[config.mk]
export PLATFORM = sky130hd
export DESIGN_NAME = ghost_motion_ctrl_flat
export DESIGN_NICKNAME = d
export VERILOG_FILES = /design/src/rtl/ghost_pkg.sv /design/src/rtl/ghost_motion_ctrl_if.sv /design/src/rtl/ghost_maze_scan.sv /design/src/rtl/ghost_motion_ctrl.sv /design/src/flat_wrapper.sv
export SDC_FILE = /design/constraint.sdc
export NUM_CORES = 1
export LEC_CHECK = 0
export CELL_PAD_IN_SITES_DETAIL_PLACEMENT = 0
export CELL_PAD_IN_SITES_GLOBAL_PLACEMENT = 1
export CORE_MARGIN = 2
export CORE_UTILIZATION = 43
export CTS_CLUSTER_SIZE = 10
export DETAILED_ROUTE_END_ITERATION = 10
export PLACE_DENSITY_LB_ADDON = 0.1
export SLEW_MARGIN = 20
export SYNTH_ARGS = -nofsm -noshare
export SYNTH_HDL_FRONTEND = slang
export SYNTH_HIERARCHICAL = 1
export SYNTH_SLANG_ARGS = --single-unit
export TNS_END_PERCENT = 10
[constraint.sdc]
create_clock -name clk_25mhz -period 2.7 [get_ports clk_25mhz]
set_input_delay 0.81 -clock clk_25mhz [delete_from_list [all_inputs] [get_ports clk_25mhz]]
set_output_delay 0.81 -clock clk_25mhz [all_outputs]
set_load 0.05 [all_outputs]
[src/rtl/ghost_pkg.sv]
// ----------------------------------------------------------------------------
// ghost_pkg
// Shared types and helpers for the ghost motion controller.
//   - coord_t / pos_t : 5-bit tile coordinates and an (x, y) pair
//   - dir_t           : one-hot direction {down, up, right, left}, 0 = none
//   - state_t         : motion controller states (SCAN, WAIT)
//   - neighbour()     : tile one step away in a direction (5-bit wrap)
//   - off_grid()      : true when that step would leave the 0..31 grid
//   - scan_dir()      : read-order index (0..3) to direction
//   - is_onehot()     : exactly one bit of a direction set
// ----------------------------------------------------------------------------
package ghost_pkg;

   localparam int COORD_W = 5;

   typedef logic [COORD_W-1:0] coord_t;
   typedef logic [3:0]         dir_t;

   typedef struct packed {
      coord_t x;
      coord_t y;
   } pos_t;

   localparam coord_t COORD_MAX = '1;

   localparam dir_t DIR_NONE  = 4'b0000;
   localparam dir_t DIR_LEFT  = 4'b0001;
   localparam dir_t DIR_RIGHT = 4'b0010;
   localparam dir_t DIR_UP    = 4'b0100;
   localparam dir_t DIR_DOWN  = 4'b1000;

   typedef enum logic {
      SCAN,
      WAIT
   } state_t;

   // Up is y-1, down is y+1. Arithmetic is modulo 32, which is exactly the
   // tunnel behaviour; the non-tunnel build masks edge moves via off_grid().
   function automatic pos_t neighbour(input pos_t p, input dir_t d);
      pos_t n;
      n = p;
      case (d)
         DIR_LEFT:  n.x = p.x - coord_t'(1);
         DIR_RIGHT: n.x = p.x + coord_t'(1);
         DIR_UP:    n.y = p.y - coord_t'(1);
         DIR_DOWN:  n.y = p.y + coord_t'(1);
         default:   n = p;
      endcase
      return n;
   endfunction

   function automatic logic off_grid(input pos_t p, input dir_t d);
      logic r;
      case (d)
         DIR_LEFT:  r = (p.x == '0);
         DIR_RIGHT: r = (p.x == COORD_MAX);
         DIR_UP:    r = (p.y == '0);
         DIR_DOWN:  r = (p.y == COORD_MAX);
         default:   r = 1'b0;
      endcase
      return r;
   endfunction

   // Read order left, right, up, down matches the mask bit order, so the
   // index is simply the bit position.
   function automatic dir_t scan_dir(input logic [1:0] idx);
      return dir_t'(DIR_LEFT << idx);
   endfunction

   function automatic logic is_onehot(input dir_t d);
      return (d != DIR_NONE) && ((d & (d - dir_t'(1))) == DIR_NONE);
   endfunction

endpackage

[src/rtl/ghost_motion_ctrl_if.sv]
// ----------------------------------------------------------------------------
// ghost_motion_ctrl_if
// Maze wall-map read port between the ghost controller and the maze ROM.
//   maze_rd_en   : read strobe (controller -> ROM)
//   maze_addr_x  : tile x being queried (controller -> ROM)
//   maze_addr_y  : tile y being queried (controller -> ROM)
//   maze_wall    : wall bit for the tile strobed on the previous cycle
//                  (ROM -> controller, 1 = blocked)
// Modports: master = ghost controller, slave = maze ROM.
// ----------------------------------------------------------------------------
interface ghost_motion_ctrl_if;
   import ghost_pkg::*;

   logic   maze_rd_en;
   coord_t maze_addr_x;
   coord_t maze_addr_y;
   logic   maze_wall;

   modport master (
      output maze_rd_en,
      output maze_addr_x,
      output maze_addr_y,
      input  maze_wall
   );

   modport slave (
      input  maze_rd_en,
      input  maze_addr_x,
      input  maze_addr_y,
      output maze_wall
   );

endinterface

[src/rtl/ghost_maze_scan.sv]
// ----------------------------------------------------------------------------
// ghost_maze_scan
// Queries the four neighbours of the ghost (left, right, up, down) on four
// consecutive cycles while scan_en is high and assembles the open-direction
// mask from the one-cycle-late wall responses.
// Ports:
//   clk_25mhz, reset : clock, asynchronous active-low reset
//   scan_en          : controller is in SCAN; low clears the sequencer
//   pos              : current ghost tile (stable for the whole scan)
//   maze             : wall-map read port (master side)
//   mask             : {down, up, right, left} open bits, valid with done
//   done             : one-cycle pulse while the 4th response is on maze_wall
// Configuration: GHOST_TUNNEL_WRAP_EN defined lets neighbours wrap modulo 32;
// otherwise a neighbour off the grid is still read but reported blocked.
// ----------------------------------------------------------------------------
module ghost_maze_scan
   import ghost_pkg::*;
(
   input  logic                clk_25mhz,
   input  logic                reset,
   input  logic                scan_en,
   input  pos_t                pos,
   ghost_motion_ctrl_if.master maze,
   output dir_t                mask,
   output logic                done
);

   localparam logic [2:0] SCAN_READS = 3'd4;

   logic [2:0] issue_idx;
   logic       rd_en;
   pos_t       rd_addr;

   logic       rsp_due;    // a strobe went out last cycle; its answer is on maze_wall now
   logic [1:0] rsp_idx;
   logic [2:0] open_acc;   // {up, right, left} collected so far
   logic       open_bit;

   assign maze.maze_rd_en  = rd_en;
   assign maze.maze_addr_x = rd_addr.x;
   assign maze.maze_addr_y = rd_addr.y;

   // Read sequencer: one strobe per cycle, four in total, then idle until
   // the controller leaves SCAN and comes back.
   always_ff @(posedge clk_25mhz or negedge reset) begin
      // NOTE: state registers use non-blocking assignment so every flop
      // samples pre-edge values regardless of statement order.
      if (!reset) begin
         rd_en     <= 1'b0;
         rd_addr   <= '0;
         issue_idx <= '0;
      end else if (!scan_en) begin
         rd_en     <= 1'b0;
         issue_idx <= '0;
      end else if (issue_idx != SCAN_READS) begin
         rd_en     <= 1'b1;
         rd_addr   <= neighbour(pos, scan_dir(issue_idx[1:0]));
         issue_idx <= issue_idx + 3'd1;
      end else begin
         rd_en     <= 1'b0;
      end
   end

`ifdef GHOST_TUNNEL_WRAP_EN
   assign open_bit = ~maze.maze_wall;
`else
   dir_t rsp_dir;
   assign rsp_dir  = scan_dir(rsp_idx);
   // Off-grid neighbours were read to keep timing fixed; their answer is ignored.
   assign open_bit = ~maze.maze_wall & ~off_grid(pos, rsp_dir);
`endif

   // Response collector. Bits shift in from the top so after three responses
   // open_acc holds {up, right, left} and the 4th (down) completes the mask.
   always_ff @(posedge clk_25mhz or negedge reset) begin
      if (!reset) begin
         rsp_due  <= 1'b0;
         rsp_idx  <= '0;
         open_acc <= '0;
      end else if (!scan_en) begin
         rsp_due  <= 1'b0;
         rsp_idx  <= '0;
         open_acc <= '0;
      end else begin
         rsp_due <= rd_en;
         if (rsp_due) begin
            open_acc <= {open_bit, open_acc[2:1]};
            rsp_idx  <= rsp_idx + 2'd1;
         end
      end
   end

   assign done = scan_en & rsp_due & (rsp_idx == 2'd3);
   assign mask = {open_bit, open_acc};

endmodule

[src/rtl/ghost_motion_ctrl.sv]
// ----------------------------------------------------------------------------
// ghost_motion_ctrl
// Moves one ghost one tile per game step. Scans the four neighbours through
// the maze read port, publishes the open-direction mask for the AI, then on
// a move_tick commits the AI's request (or keeps going, or stops).
// Parameters:
//   START_X, START_Y : tile loaded at reset (13, 11)
// Ports:
//   clk_25mhz, reset : clock, asynchronous active-low reset
//   move_tick        : one-cycle game-step pulse
//   GhostDirection   : AI request, one-hot {down, up, right, left}
//   maze             : wall-map read port (maze_rd_en/addr_x/addr_y/wall)
//   GhostPosition_x/y: current tile
//   validDirection   : open neighbours {down, up, right, left}
//   dir_valid        : validDirection is current for this position
//   GhostDirActual   : direction of the last committed move, 0 = stopped
// Configuration: GHOST_TUNNEL_WRAP_EN (see ghost_maze_scan) enables the side
// tunnel; position arithmetic is modulo 32 in both builds.
// ----------------------------------------------------------------------------
module ghost_motion_ctrl
   import ghost_pkg::*;
#(
   parameter coord_t START_X = 5'd13,
   parameter coord_t START_Y = 5'd11
) (
   input  logic                clk_25mhz,
   input  logic                reset,
   input  logic                move_tick,
   input  dir_t                GhostDirection,
   ghost_motion_ctrl_if.master maze,
   output coord_t              GhostPosition_x,
   output coord_t              GhostPosition_y,
   output dir_t                validDirection,
   output logic                dir_valid,
   output dir_t                GhostDirActual
);

   // Two cycles in WAIT let the AI register a request against the new mask.
   localparam logic [1:0] SETTLE_DONE = 2'd2;

   state_t     state_q,   state_d;
   logic [1:0] settle_q,  settle_d;
   logic       pending_q, pending_d;
   dir_t       mask_q,    mask_d;
   logic       valid_q,   valid_d;
   pos_t       pos_q,     pos_d;
   dir_t       act_q,     act_d;

   dir_t       scan_mask;
   logic       scan_done;

   logic       req_ok;
   logic       keep_ok;
   dir_t       move_dir;

   ghost_maze_scan u_scan (
      .clk_25mhz (clk_25mhz),
      .reset     (reset),
      .scan_en   (state_q == SCAN),
      .pos       (pos_q),
      .maze      (maze),
      .mask      (scan_mask),
      .done      (scan_done)
   );

   // Commit choice: a legal request wins, else keep the current heading if
   // it is still open, else stop. A multi-hot request is never legal.
   assign req_ok   = is_onehot(GhostDirection) && ((GhostDirection & mask_q) != DIR_NONE);
   assign keep_ok  = (act_q & mask_q) != DIR_NONE;
   assign move_dir = req_ok  ? GhostDirection :
                     keep_ok ? act_q          : DIR_NONE;

   always_ff @(posedge clk_25mhz or negedge reset) begin
      if (!reset) begin
         state_q   <= SCAN;
         settle_q  <= '0;
         pending_q <= 1'b0;
         mask_q    <= DIR_NONE;
         valid_q   <= 1'b0;
         pos_q     <= '{x: START_X, y: START_Y};
         act_q     <= DIR_NONE;
      end else begin
         state_q   <= state_d;
         settle_q  <= settle_d;
         pending_q <= pending_d;
         mask_q    <= mask_d;
         valid_q   <= valid_d;
         pos_q     <= pos_d;
         act_q     <= act_d;
      end
   end

   always_comb begin
      // NOTE: every output of this block gets a hold-value default first, so
      // no path leaves one unassigned and no latch is inferred.
      state_d   = state_q;
      settle_d  = settle_q;
      pending_d = pending_q;
      mask_d    = mask_q;
      valid_d   = valid_q;
      pos_d     = pos_q;
      act_d     = act_q;

      case (state_q)
         SCAN: begin
            if (move_tick) begin
               pending_d = 1'b1;
            end
            if (scan_done) begin
               mask_d   = scan_mask;
               valid_d  = 1'b1;
               settle_d = '0;
               state_d  = WAIT;
            end
         end

         WAIT: begin
            if (settle_q != SETTLE_DONE) begin
               settle_d = settle_q + 2'd1;
               if (move_tick) begin
                  pending_d = 1'b1;
               end
            end else if (move_tick || pending_q) begin
               // A tick landing on the commit cycle is absorbed here.
               pos_d     = neighbour(pos_q, move_dir);
               act_d     = move_dir;
               pending_d = 1'b0;
               valid_d   = 1'b0;
               mask_d    = DIR_NONE;
               state_d   = SCAN;
            end
         end

         default: state_d = SCAN;
      endcase
   end

   assign GhostPosition_x = pos_q.x;
   assign GhostPosition_y = pos_q.y;
   assign validDirection  = mask_q;
   assign dir_valid       = valid_q;
   assign GhostDirActual  = act_q;

endmodule

[src/flat_wrapper.sv]
// flat-port wrapper written by rule: the top's interface ports become plain ports
module ghost_motion_ctrl_flat import ghost_pkg::*;
#(
   parameter coord_t START_X = 5'd13,
   parameter coord_t START_Y = 5'd11
)
  (clk_25mhz, reset, move_tick, GhostDirection, GhostPosition_x, GhostPosition_y, validDirection, dir_valid, GhostDirActual, maze_maze_rd_en, maze_maze_addr_x, maze_maze_addr_y, maze_maze_wall);
  ghost_motion_ctrl_if maze_i ();
  input  logic clk_25mhz;
  input  logic reset;
  input  logic move_tick;
  input  dir_t GhostDirection;
  output coord_t GhostPosition_x;
  output coord_t GhostPosition_y;
  output dir_t validDirection;
  output logic dir_valid;
  output dir_t GhostDirActual;
  output wire logic [$bits(maze_i.maze_rd_en)-1:0] maze_maze_rd_en;
  output wire logic [$bits(maze_i.maze_addr_x)-1:0] maze_maze_addr_x;
  output wire logic [$bits(maze_i.maze_addr_y)-1:0] maze_maze_addr_y;
  input wire logic [$bits(maze_i.maze_wall)-1:0] maze_maze_wall;
  assign maze_maze_rd_en = maze_i.maze_rd_en;
  assign maze_maze_addr_x = maze_i.maze_addr_x;
  assign maze_maze_addr_y = maze_i.maze_addr_y;
  assign maze_i.maze_wall = maze_maze_wall;
  ghost_motion_ctrl #(.START_X(START_X), .START_Y(START_Y)) u_core (.clk_25mhz(clk_25mhz), .reset(reset), .move_tick(move_tick), .GhostDirection(GhostDirection), .maze(maze_i), .GhostPosition_x(GhostPosition_x), .GhostPosition_y(GhostPosition_y), .validDirection(validDirection), .dir_valid(dir_valid), .GhostDirActual(GhostDirActual));
endmodule
==> results of run 1 <==
through the flow:
step                hold slack (ns)  worst slack (ns)
floorplan                     0.438            -0.117
global placement              0.460            -0.564
detailed placement            0.468            -0.623
CTS                           0.471           0.00194
global route                  0.485            0.0217
finish                        0.460             0.116
layout by cell type, fill, tap and decap left out, types with 3 or more instances in the layout:
cell type / instances
a21o_1: 7
a21oi_1: 11
a21oi_2: 5
a22oi_1: 4
and2_1: 3
buf_4: 44
clkbuf_2: 4
clkbuf_8: 5
clkdlybuf4s50_1: 32
dfrtp_1: 37
dfstp_2: 6
ha_1: 23
inv_1: 17
mux2i_1: 5
nand2_1: 42
nand3_1: 10
nor2_1: 19
nor2b_1: 7
nor3_1: 4
nor3_2: 5
nor4_1: 4
o211ai_1: 3
o21ai_0: 13
xnor2_1: 9
xor2_1: 7
registers in the layout, indices dropped and copies added (netlist names):
name and count:
u_core/u_scan/issue_idx 3, u_core/GhostPosition_x 5, u_core/u_scan/rsp_due 1, u_core/settle_q 2
u_core/pending_q 1, u_core/u_scan/open_acc 3, u_core/validDirection 4, u_core/u_scan/maze.maze_addr_y 5
u_core/GhostDirActual 4, u_core/u_scan/maze.maze_rd_en 1, u_core/GhostPosition_y 5, u_core/dir_valid 1
u_core/u_scan/maze.maze_addr_x 5, u_core/state_q 1, u_core/u_scan/rsp_idx 2
power by group:
part	switching, mW	leakage (nW)	internal [mW]
combinational	1.55	1.11	1.05
clock	0.251	0.0408	0.185
sequential	0.250	0.539	0.909
final cells by class:
class / count / area share [%]
sequential: 43 / 29.2
multi-input combinational: 228 / 45.1
clock buffer: 5 / 1.85
tap: 77 / 2.60
clock inverter: 3 / 0.641
timing repair buffer: 82 / 18.8
inverter: 18 / 1.82
metal layers:
metal | up-vias | share of wire (%)
li1 | 1191 | -
met1 | 1094 | 46
met2 | 55 | 50
met3 | 6 | 2.6
met4 | 0 | 1.2
met5 | - | 0
kinds of logic (layout without fill, tap and decap cells):
logic type,count (synthesis),count (layout)
AO/OA/AOI/OAI,65,65
XOR/XNOR,18,18
flip-flops,43,43
multiplexers,7,7
buffers and inverters,27,108
AND/OR/NAND/NOR,111,111
adder cells (fa/ha/maj),27,27
what timing repair did:
action | in CTS | in global routing
gates resized for setup | 8 | 9
setup buffers | 8 | 0
pin swaps | 5 | 7
setup endpoints to repair | 8 | 4
worst max-delay path by stage:
| stage | start | end | depth (start not counted) |
|---|---|---|---|
| CTS | GhostDirection[1] | u_core/GhostPosition_x[4] | 11 |
| detailed placement | GhostDirection[0] | u_core/GhostPosition_x[4] | 11 |
| floorplan | GhostDirection[0] | u_core/GhostPosition_x[4] | 12 |
| global placement | GhostDirection[0] | u_core/GhostPosition_x[4] | 11 |
| global route | GhostDirection[0] | u_core/GhostPosition_x[4] | 11 |
| finish | u_core/GhostPosition_y[1] | GhostPosition_y[1] | 1 |
==> impl_metrics.sql, run 1 <==
INSERT INTO impl_metrics (metric_group, metric, value, unit) VALUES
('outcome', 'status', 'finished clean', ''),
('pwr', 'power.static_leakage', '1.69', 'nW'),
('worst_setup_path', 'regToRegEndpoint', 'u_core/GhostPosition_x[4]', ''),
('worst_setup_path', 'setup.reg_to_reg.worst_slack', '0.32', 'ns'),
('logic_synthesis', 'syn-num-nets', '333', ''),
('detailed_routing', 'drtAntennaViolNets', '0', ''),
('placed_design', 'post-place-cells', '440', ''),
('worst_setup_path', 'family_with_the_most_delay_on_the_worst_path', 'buffers and inverters', ''),
('pwr', 'p_total', '4.20', 'mW'),
('logic_synthesis', 'number_of_synthesized_register_bits', '43', ''),
('placed_design', 'globalplace.congestion', '0.839', ''),
('worst_setup_path', 'worst_setup_path_class', 'reg2out', ''),
('clocking', 'clock_insertion_delay_worst_skew', '0.30', 'ns'),
('layout', 'final_design_area_no_fill', '3710', 'um2'),
('timing', 'final_hold_viol_count', '0', ''),
('global_route', 'grt_start_max_net_pins', '25', ''),
('timing', 'finalSetupViolCount', '0', ''),
('placed_design', 'detailed_place_hpwl', '4.88', 'mm'),
('worst_setup_path', 'maximum_fanout_count_along_the_critical_path', '9', ''),
('detailed_routing', 'first_pass_iters', '4', ''),
('global_route', 'grt.overflow.total', '0', ''),
('logic_synthesis', 'simple_logic_cell_fraction_of_the_synthesized_area', '19.5', '%'),
('worst_setup_path', 'timing.critical_path.from_type', 'flip-flop', ''),
('floorplan', 'fp.dieArea', '7230', 'um2'),
('logic_synthesis', 'synth_fa_ha_area_share', '13.0', '%'),
('logic_synthesis', 'synth-async-reset-ratio', '100', '%'),
('clocking', 'cts_max_path_buffers', '2', ''),
('detailed_routing', 'route.detailed.drc', '0', ''),
('layout', 'seq_area', '1080', 'um2'),
('logic_synthesis', 'synth_warnings', '6', ''),
('logic_synthesis', 'netlist-cell-type-count', '59', ''),
('pwr', 'power-per-cell-area', '1130', 'nW/um2'),
('floorplan', 'die_x', '85.0', 'um'),
('layout', 'finish.utilization', '58.4', '%'),
('timing', 'timing_worst_slew_pin_value', '0.516', 'ns'),
('logic_synthesis', 'synth_commonest_cells', 'nand2_1, dfrtp_1, ha_1', ''),
('global_route', 'grt_first_pass_wirelength', '11.2', 'mm'),
('clocking', 'cts_root_buffer', 'clkbuf_8', ''),
('flow_run', 'max-cap-violations', '0', ''),
('clocking', 'ctsHtreeMaxLevel', '2', ''),
('logic_synthesis', 'yosysTopAreaCellShare', '32.8', '%'),
('logic_synthesis', 'area_of_the_mapped_netlist', '2820', 'um2'),
('logic_synthesis', 'ys_seq_area_share', '38.4', '%'),
('global_route', 'grtUsageMet2', '33.1', '%'),
('timing', 'clock-skew-final', '0.00660', 'ns'),
('worst_setup_path', 'cp_slowest_stage_delay', '0.83', 'ns'),
('timing', 'setup_repair_after_global_routing_missed_its_margin', 'no', ''),
('global_route', 'met1_usage', '25.8', '%'),
('logic_synthesis', 'synth-compound-area-share', '16.4', '%'),
('layout', 'final_cell_count_no_fill', '456', ''),
('worst_setup_path', 'cp.arrival', '1.77', 'ns'),
('placed_design', 'placement_cell_area', '3550', 'um2'),
('detailed_routing', 'wirelength', '6.63', 'mm'),
('global_route', 'grt.met3_usage', '3.02', '%'),
('worst_setup_path', 'reg2reg_from', 'u_core/validDirection[2]', ''),
('floorplan', 'num_io_pins', '38', ''),
('pwr', 'ir_drop', '0.606', 'mV'),
('worst_setup_path', 'timing.reg2reg.worst_path_depth', '10', ''),
('layout', 'layout.filler_cells', '549', ''),
('logic_synthesis', 'xor_xnor_share_of_the_synthesized_area', '5.59', '%'),
('global_route', 'via_count_of_the_first_global_routing_pass', '2395', ''),
('detailed_routing', 'routed_wire_length_per_instance', '14.5', 'um'),
('layout', 'layout.nets', '413', ''),
('worst_setup_path', 'critical_path_buf_inv_count', '1', ''),
('floorplan', 'placement_rows', '29', ''),
('clocking', 'cts_hold_buffers', '0', ''),
('placed_design', 'portBuffers', '37', ''),
('timing', 'min_period', '2.58', 'ns'),
('logic_synthesis', 'synth_top_area_cell', 'dfrtp_1', ''),
('logic_synthesis', 'post-synth-top-count-cell', 'nand2_1', ''),
('logic_synthesis', 'netlist_top_cells_area', 'dfrtp_1, ha_1, dfstp_2', '');
Power figures use the tool's default switching activity.
==> run 2: changes to the inputs <==
--- a/config.mk
+++ b/config.mk
@@ -8,7 +8,7 @@
 export CELL_PAD_IN_SITES_DETAIL_PLACEMENT = 0
 export CELL_PAD_IN_SITES_GLOBAL_PLACEMENT = 1
 export CORE_MARGIN = 2
-export CORE_UTILIZATION = 43
+export CORE_UTILIZATION = 40
 export CTS_CLUSTER_SIZE = 10
 export DETAILED_ROUTE_END_ITERATION = 10
 export PLACE_DENSITY_LB_ADDON = 0.1
==> impl_metrics.sql, run 2 (synthesis gave the netlist of run 1 again) <==
INSERT INTO impl_metrics (metric_group, metric, value, unit) VALUES
('pwr', 'power.sequential.fraction', '27.9', '%'),
('clocking', 'clk_pin_slew', '0.09', 'ns'),
('timing', 'maxClockFrequency', '371', 'MHz'),
('worst_setup_path', 'crit_required', '2.89', 'ns'),
('clocking', 'cts_max_path_buffers', '2', ''),
('detailed_routing', 'first_pass_iters', '5', ''),
('floorplan', 'fp.dieArea', '7740', 'um2'),
('pwr', 'power_frac_clock', '10.3', '%'),
('layout', 'mostFrequentLayoutCell', 'nand2_1', ''),
('floorplan', 'core_area', '6790', 'um2'),
('timing', 'clock-skew-final', '0.00638', 'ns'),
('detailed_routing', 'vias_per_cell', '5.01', ''),
('clocking', 'cts_sinks', '43', ''),
('timing', 'min_period_over_period', '99.8', '%'),
('clocking', 'clock_insertion_delay_worst_skew', '0.30', 'ns'),
('layout', 'final_design_area_no_fill', '3780', 'um2'),
('placed_design', 'post-place-cells', '456', ''),
('detailed_routing', 'vias', '2356', ''),
('floorplan', 'num_io_pins', '38', ''),
('pwr', 'power.static_leakage', '1.68', 'nW'),
('worst_setup_path', 'cp_slowest_stage_delay', '0.38', 'ns'),
('pwr', 'power-per-cell-area', '1120', 'nW/um2'),
('worst_setup_path', 'kind_of_end_point_of_the_critical_path', 'flip-flop', ''),
('layout', 'layout.filler_cells', '642', ''),
('layout', 'seq_area', '1080', 'um2'),
('clocking', 'ctsHtreeMaxLevel', '2', ''),
('timing', 'final_hold_viol_count', '0', ''),
('worst_setup_path', 'timing.critical_path.from_type', 'input port', ''),
('timing', 'accumulated_negative_setup_slack', '0', 'ns'),
('timing', 'worst_slack', '0.00567', 'ns'),
('worst_setup_path', 'crit_path_slowest_cell', 'fa_2', ''),
('clocking', 'cts_hold_buffers', '0', ''),
('timing', 'timing_worst_slew_pin_value', '0.510', 'ns'),
('clocking', 'numCtsBuffers', '5', ''),
('clocking', 'cts_root_buffer', 'clkbuf_8', ''),
('layout', 'multi_input_combinational_cell_area', '1730', 'um2'),
('floorplan', 'die_height', '88.0', 'um'),
('timing', 'finalMaxSlewViolations', '0', ''),
('placed_design', 'detailed_place_hpwl', '4.83', 'mm'),
('placed_design', 'portBuffers', '37', ''),
('global_route', 'via_count_of_the_first_global_routing_pass', '2255', ''),
('detailed_routing', 'drt-initial-drc-count', '70', ''),
('timing', 'finalSetupViolCount', '0', ''),
('layout', 'layout.nets', '408', ''),
('layout', 'drive_above_1_share', '23.8', '%'),
('global_route', 'grt_first_pass_wirelength', '10.8', 'mm'),
('pwr', 'power.switching_fraction', '48.4', '%'),
('hold_path', 'hp-class', 'in2async', ''),
('worst_setup_path', 'cp.arrival', '2.88', 'ns'),
('layout', 'antennaDiodeCount', '0', ''),
('pwr', 'ir_drop', '0.793', 'mV'),
('worst_setup_path', 'family_with_the_most_delay_on_the_worst_path', 'compound AO/OA/AOI/OAI gates', ''),
('timing', 'slew-limit-headroom', '66.0', '%'),
('flow_run', 'max-cap-violations', '0', ''),
('placed_design', 'globalplace.congestion', '0.827', ''),
('worst_setup_path', 'critical_path_buf_inv_count', '2', ''),
('pwr', 'p_int', '2.18', 'mW'),
('timing', 'setup_repair_after_global_routing_missed_its_margin', 'yes', ''),
('pwr', 'switchingPower', '2.05', 'mW'),
('placed_design', 'placement_cell_area', '3550', 'um2'),
('worst_setup_path', 'worst_setup_path_class', 'in2reg', ''),
('global_route', 'grt_start_max_net_pins', '24', ''),
('timing', 'min_period', '2.69', 'ns'),
('pwr', 'p_total', '4.24', 'mW'),
('pwr', 'power_frac_comb', '61.8', '%'),
('global_route', 'grt_antenna_before_repair', '0', ''),
('worst_setup_path', 'cp_cell_instances', 'buf_8 -> xor2_2 -> a22oi_2 -> buf_4 -> o2111a_2 -> a21oi_4 -> fa_2 -> a21o_1 -> a21oi_2 -> o21a_1 -> nor3_2 -> xor2_1', ''),
('global_route', 'grtUsageTotal', '18.0', '%'),
('layout', 'area_growth_syn_to_layout', '33.9', '%'),
('detailed_routing', 'drtAntennaViolNets', '0', ''),
('outcome', 'status', 'finished clean', ''),
('floorplan', 'die_x', '88.0', 'um'),
('detailed_routing', 'route.detailed.drc', '0', ''),
('layout', 'leading_cell_types_in_the_layout_fill_and_taps_excluded', 'nand2_1, buf_4, dfrtp_1, clkdlybuf4s50_1, ha_1', ''),
('detailed_routing', 'wirelength', '6.54', 'mm'),
('floorplan', 'floorplan.initialDensity', '41.5', '%'),
('detailed_routing', 'routed_wire_length_per_instance', '13.9', 'um'),
('global_route', 'grt.overflow.total', '0', ''),
('layout', 'final_cell_count_no_fill', '470', ''),
('floorplan', 'placement_rows', '30', ''),
('placed_design', 'dpl_worst_slack', '-0.691', 'ns'),
('worst_setup_path', 'maximum_fanout_count_along_the_critical_path', '4', ''),
('clocking', 'tritoncts_clock_tree', 'done', '');
-- run 2: cell types whose count changed in the layout (fill, tap and decap cells not counted), moves of 2 or more --
cell,change
o21ai_1,+2
o21ai_0,-2
buf_8,+2
ha_1,-2
clkbuf_2,-4
ha_4,+2
buf_4,-4
-- run 2: power groups by stage --
stage / combinational, mW / sequential, mW / clock (mW)
after detailed placement: 2.54 / 1.20 / 0
after global placement: 2.50 / 1.20 / 0
final: 2.62 / 1.18 / 0.435
after floorplan: 1.29 / 1.70 / 0
after global routing: 2.89 / 1.23 / 0.481
after CTS: 2.60 / 1.19 / 0.457
-- run 2: cell type report --
class	instances	share of cell area, %
inverters	18	1.79
clock inverters	3	0.629
well taps	96	3.18
clock buffers	5	1.82
multi-input cells	228	45.7
repair buffers	77	18.2
flip-flops and latches	43	28.7
-- run 2: timing repair --
action                                  CTS  global route
buffers inserted                          6             1
endpoints found under the setup margin    8             4
pin swaps                                11            18
gates resized for setup                  26            13
-- run 2: worst paths after layout --
path / to / slack, ns / depth (start not counted) / start
hold reg to reg: u_core/u_scan/maze.maze_addr_y[3] / 0.48 / 2 / u_core/u_scan/maze.maze_addr_y[3]
setup / recovery: u_core/GhostPosition_x[4] / 0.006 / 12 / GhostDirection[1]
hold / removal: u_core/u_scan/maze.maze_addr_x[4] / 0.46 / 1 / reset
setup reg to reg: u_core/GhostPosition_x[4] / 0.21 / 12 / u_core/validDirection[3]
min in group clk_25mhz: u_core/u_scan/maze.maze_addr_y[3] / 0.48 / 2 / u_core/u_scan/maze.maze_addr_y[3]
max in group asynchronous: u_core/GhostPosition_y[3] / 1.65 / 2 / reset
-- run 2: routing by layer --
metal,vias to the layer above,GRT usage [%],part of all wire (%)
met1,1132,24.0,47
met2,39,30.4,50
met5,-,0,0
met3,6,2.64,2.5
li1,1179,-,-
met4,0,5.03,1.1
-- run 2: stage by stage --
step	utilization [%]	hold WS [ns]
after floorplan	-	0.438
after global placement	52.3	0.460
after detailed placement	52.3	0.459
after CTS	54.7	0.472
after global routing	55.6	0.497
final	55.6	0.461
